### config.mk
export PLATFORM = sky130hd
export DESIGN_NAME = health_calc_unit
export DESIGN_NICKNAME = d
export VERILOG_FILES = /design/src/rtl/health_calc_unit.sv
export SDC_FILE = /design/constraint.sdc
export NUM_CORES = 2
export LEC_CHECK = 0
export ABC_AREA = 1
export CAP_MARGIN = 20
export CORE_UTILIZATION = 51
export DETAILED_ROUTE_END_ITERATION = 8
export GPL_TIMING_DRIVEN = 0
export PLACE_DENSITY = 0.69
export SYNTH_ARGS = -nofsm -noshare
export SYNTH_HDL_FRONTEND = slang
export SYNTH_SLANG_ARGS = --single-unit
### constraint.sdc
create_clock -name clk -period 30.7 [get_ports clk]
set_input_delay 6.14 -clock clk [delete_from_list [all_inputs] [get_ports clk]]
set_output_delay 6.14 -clock clk [all_outputs]
set_load 0.03 [all_outputs]
### src/rtl/health_calc_unit.sv
// Multi-cycle BMI / BMR / TDEE unit with valid/ready handshakes.
// A single request is in flight; divisions share one iterative restoring divider.
module health_calc_unit #(
  parameter int DATA_W = 32,
  parameter int FRAC_W = 8
) (
  input  logic              clk,
  input  logic              rst_n,
  input  logic              in_valid,
  output logic              in_ready,
  input  logic [1:0]        op,
  input  logic [DATA_W-1:0] height,
  input  logic [DATA_W-1:0] weight,
  input  logic [5:0]        age,
  input  logic              gender,
  input  logic [2:0]        activity,
  output logic              out_valid,
  input  logic              out_ready,
  output logic [DATA_W-1:0] result,
  output logic              err
);

  localparam int W2 = 2 * DATA_W;
  localparam int W3 = 3 * DATA_W;
  localparam int BW = DATA_W + 8;
  localparam int CW = $clog2(DATA_W) + 1;

  localparam logic [1:0] OP_BMI  = 2'b00;
  localparam logic [1:0] OP_BMR  = 2'b01;
  localparam logic [1:0] OP_TDEE = 2'b10;

  typedef enum logic [1:0] {IDLE, PREP, DIV, DONE} state_t;

  state_t r_state, w_nextState;

  logic              r_readyEn;
  logic [1:0]        r_op;
  logic [DATA_W-1:0] r_height, r_weight;
  logic [5:0]        r_age;
  logic              r_gender;
  logic [2:0]        r_activity;

  logic              r_err, r_sat;
  logic [W2-1:0]     r_rem;
  logic [W3-1:0]     r_dvs;
  logic [DATA_W-1:0] r_quot;
  logic [CW-1:0]     r_cnt;

  logic              r_outValid, r_errOut;
  logic [DATA_W-1:0] r_result;

  logic              w_err, w_divOp, w_ovf, w_ge;
  logic [BW-1:0]     w_bmr;
  logic [DATA_W-1:0] w_bmrClamped;
  logic [10:0]       w_factor;
  logic [W2-1:0]     w_dividend, w_divisor;

  assign in_ready  = (r_state == IDLE) && r_readyEn;
  assign out_valid = r_outValid;
  assign result    = r_result;
  assign err       = r_errOut;

  assign w_err = (r_op == 2'b11) ||
                 ((r_op == OP_BMI) && (r_height == '0)) ||
                 ((r_op == OP_TDEE) && (r_activity > 3'd4));
  assign w_divOp = (r_op == OP_BMI) || (r_op == OP_TDEE);

  // Two's-complement sum in BW bits; the positive terms cannot reach the sign bit.
  assign w_bmr = BW'(r_weight) * BW'(10)
               + ((BW'(r_height) * BW'(25)) >> 2)
               - BW'(r_age) * BW'(5)
               + (r_gender ? BW'(5) : BW'(-161));

  assign w_bmrClamped = w_bmr[BW-1]            ? '0 :
                        (|w_bmr[BW-2:DATA_W])  ? '1 :
                                                 w_bmr[DATA_W-1:0];

  always_comb begin
    w_factor = 11'd0;
    case (r_activity)
      3'd0:    w_factor = 11'd1200;
      3'd1:    w_factor = 11'd1375;
      3'd2:    w_factor = 11'd1550;
      3'd3:    w_factor = 11'd1725;
      3'd4:    w_factor = 11'd1900;
      default: w_factor = 11'd0;
    endcase
  end

  always_comb begin
    w_dividend = '0;
    w_divisor  = '0;
    if (r_op == OP_BMI) begin
      w_dividend = (W2'(r_weight) * W2'(10000)) << FRAC_W;
      w_divisor  = W2'(r_height) * W2'(r_height);
    end else begin
      w_dividend = W2'(w_bmrClamped) * W2'(w_factor);
      w_divisor  = W2'(1000);
    end
  end

  // Quotient would need more than DATA_W bits: run the divider anyway, saturate at the end.
  assign w_ovf = W3'(w_dividend) >= (W3'(w_divisor) << DATA_W);
  assign w_ge  = W3'(r_rem) >= r_dvs;

  always_ff @(posedge clk) begin
    if (!rst_n) r_state <= IDLE;
    else        r_state <= w_nextState;
  end

  always_comb begin
    w_nextState = r_state;
    case (r_state)
      IDLE:    if (in_valid && in_ready) w_nextState = PREP;
      PREP:    w_nextState = (!w_err && w_divOp) ? DIV : DONE;
      DIV:     if (r_cnt == CW'(DATA_W - 1)) w_nextState = DONE;
      DONE:    if (r_outValid && out_ready) w_nextState = IDLE;
      default: w_nextState = IDLE;
    endcase
  end

  always_ff @(posedge clk) begin
    if (!rst_n) begin
      r_readyEn  <= 1'b0;
      r_op       <= '0;
      r_height   <= '0;
      r_weight   <= '0;
      r_age      <= '0;
      r_gender   <= 1'b0;
      r_activity <= '0;
      r_err      <= 1'b0;
      r_sat      <= 1'b0;
      r_rem      <= '0;
      r_dvs      <= '0;
      r_quot     <= '0;
      r_cnt      <= '0;
      r_outValid <= 1'b0;
      r_errOut   <= 1'b0;
      r_result   <= '0;
    end else begin
      r_readyEn <= 1'b1;
      case (r_state)
        IDLE: begin
          if (in_valid && in_ready) begin
            r_op       <= op;
            r_height   <= height;
            r_weight   <= weight;
            r_age      <= age;
            r_gender   <= gender;
            r_activity <= activity;
          end
        end
        PREP: begin
          r_err  <= w_err;
          r_sat  <= !w_err && w_divOp && w_ovf;
          r_cnt  <= '0;
          r_quot <= (w_err || w_divOp) ? '0 : w_bmrClamped;
          r_rem  <= (!w_err && w_divOp) ? w_dividend : '0;
          r_dvs  <= (!w_err && w_divOp) ? (W3'(w_divisor) << (DATA_W - 1)) : '0;
        end
        DIV: begin
          if (w_ge) r_rem <= r_rem - r_dvs[W2-1:0];
          r_quot <= {r_quot[DATA_W-2:0], w_ge};
          r_dvs  <= r_dvs >> 1;
          r_cnt  <= r_cnt + CW'(1);
        end
        DONE: begin
          // First DONE cycle registers the final result; it then holds until accepted.
          if (!r_outValid) begin
            r_outValid <= 1'b1;
            r_errOut   <= r_err;
            r_result   <= r_err ? '0 : (r_sat ? '1 : r_quot);
          end else if (out_ready) begin
            r_outValid <= 1'b0;
          end
        end
        default: ;
      endcase
    end
  end

endmodule

==> results.yml <==
outcome:
  status: "complete, but fails checks"
  violations: "DRC"
setup_path:
  cp.required_ns: 31.22
  cp.arrival_ns: 18.91
  cp_max_fo: 10
  cp_slowest_stage_delay_ns: 0.82
  crit_top_cell: "nand2_1"
  slowest_stage: "clkbuf_1"
  worstSetupPathType: "register to register"
  start_kind: "register"
  reg2regPathDepth: 90
  crit_path_end_kind: "register"
die:
  core_region_area_sq_mm: 0.144
  die_h_microns: 382
  io_pins: 115
  rows: 139
  dieArea_sq_mm: 0.146
  die_w_microns: 382
  start_util_pct: 51.4
sta:
  drv_slew: 0
  setup_tns_ns: 0
  hold_viol_final: 0
  setup_viol: 0
  worst_pin_slew_ns: 1.29
  fin_crit_sh_pct: 59.9
  grt_setup_unrepaired: "no"
  fin_crit_ns: 18.39
  timing.fmax_mhz: 54.4
  fin_skew_ns: 0.0462
  relSlewSlack_pct: 13.7
clock_network:
  cts_tree: "built"
  clockBufferDepth: 3
  root_buffer: "clkbuf_16"
  insertion_delay_ns: 0.64
  cts_sinks: 312
  cts_hold_buffers: 0
  h-tree-depth: 2
  clk_pin_slew_ns: 0.06
  cts_buffers: 41
  cts_resized: 0
  postCtsSetupRepairBufs: 0
synth:
  synth_top_family_by_area: "adder cells"
  yosysWarnings: 0
  synth_top_area_share_pct: 32.7
  synth_adder_area_share_pct: 47.1
  postSynth.asyncResetShare_pct: 0
  syn_area_per_cell_sq_um: 7.56
  synth_edf_count: 0
  yosysSeqAreaShare_pct: 8.46
  synth_area_leaders: "fa_1 (33%), ha_1 (14%), inv_1 (12%)"
  synth_top_area_cell: "fa_1"
  synthesis.instances: 9767
  synth_fp_nets: 11905
  synth_ff_type: "dfxtp_1"
  synthMostInstantiatedCell: "inv_1"
  synth_compound_area_share_pct: 11.6
  ys_top_cells_by_count: "inv_1 (2,341), nand2_1 (1,752), fa_1 (1,204)"
  synth-seq-cells: 312
  synthMuxAreaShare_pct: 0
  netlist-cell-type-count: 62
  synth_xor_area_share_pct: 2.33
  synthSimpleGateAreaFrac_pct: 16.9
  synth_area_sq_mm: 0.0738
route:
  viasPerCell: 5.58
  drt-wirelength-per-cell_microns: 22.9
  drt_iter0_markers: 5880
  route.antenna.remaining_nets: 0
  first_pass_iters: 9
  vias: 66229
  routed_wl_microns: 272000
  drc: 18
global_routing:
  grt_start_max_net_pins: 30
  grt.overflow.total: 0
  grt_pass1_vias: 68130
  grt_pass1_wl_microns: 411000
  gr-usage-all-layers_pct: 37.4
  antenna_found_initial: 6
layout:
  final_area_sq_mm: 0.0788
  nets: 12067
  area_growth_pct: 6.80
  fill_cells: 14305
  drive_gt1_share_pct: 2.71
place:
  io_buffers: 114
  place_area_sq_mm: 0.0774
  gp_congestion: 1.04
  dpl.hpwl_microns: 236000
run:
  cap_viol_max_count: 0
hold_path:
  hp-class: "register to register"
  min_path_cells: 2
## area by class of cell
class	instances	area [sq um]	area share, %
plain buffers	274	1100	1.39
clock inverters	17	250	0.317
multi-input cells	6802	57500	73.0
flip-flops and latches	312	6250	7.92
clock buffers	57	1170	1.48
diodes	1	2.50	0.00317
well taps	1903	2380	3.02
repair buffers	119	1210	1.54
inverters	2379	8930	11.3
## flip-flops by register name, summed over array words and instances, names as in the netlist, 2 cells and up
signal and count:
r_rem 64, r_state 2, r_dvs 95, r_cnt 6
r_weight 32, r_age 6, r_activity 3, r_op 2
result 32, r_quot 32, r_height 32
## logic make-up after synthesis
family                   count (synthesis)
AO/OA/AOI/OAI                         1548
XOR/XNOR                               196
adder cells (fa/ha/maj)               2058
buffers and inverters                 2653
flip-flops                             312
AND/OR/NAND/NOR                       3000
## per-stage QoR
step	hold slack (ns)	worst slack, ns	std cells	utilization (%)
final	0.464	12.31	11864	54.9
after global routing	0.482	11.14	11863	54.9
after CTS	0.464	12.65	11863	54.9
after detailed placement	0.455	12.76	11789	53.9
after global placement	0.452	12.88	11784	53.8
after floorplan	0.444	17.01	9767	-
## routing by layer
layer | vias to the layer above | wire [microns] | global-route usage, %
met3 | 723 | 23200 | 7.01
met2 | 2850 | 124000 | 61.4
met4 | 4 | 18000 | 20.4
met1 | 32223 | 106000 | 46.5
li1 | 30429 | - | -
met5 | - | 23 | 0
## worst paths after layout
path | from | endpoint | slack [ns]
max reg2reg | r_height[3]$_SDFFE_PN0P_ | r_sat$_SDFFE_PN0P_ | 12.31
max | r_height[3]$_SDFFE_PN0P_ | r_sat$_SDFFE_PN0P_ | 12.31
min reg2reg | r_dvs[61]$_SDFFE_PN0P_ | r_dvs[61]$_SDFFE_PN0P_ | 0.46
min | r_dvs[61]$_SDFFE_PN0P_ | r_dvs[61]$_SDFFE_PN0P_ | 0.46
## critical path: cells and delay by family, from the launching register on
kind | cells | cell delay, ns
flops | 1 | 0.54
xor+xnor | 1 | 0.17
buf+inv | 12 | 1.86
compound gates | 15 | 3.11
simple gates | 48 | 6.92
fa+ha+maj | 14 | 5.60
## cell usage in the layout (no fill, tap or decap), types with 114 or more instances in the layout
cell,instances
inv_1,2341
nand2_1,1752
fa_1,1204
ha_1,854
a21oi_1,718
nor2_1,681
o21ai_0,431
dfxtp_1,312
nand3_1,287
clkbuf_1,240
clkdlybuf4s50_1,114
Power is not shown: default switching activity piles up to over one toggle a cycle in this logic, so the estimate is an artifact.
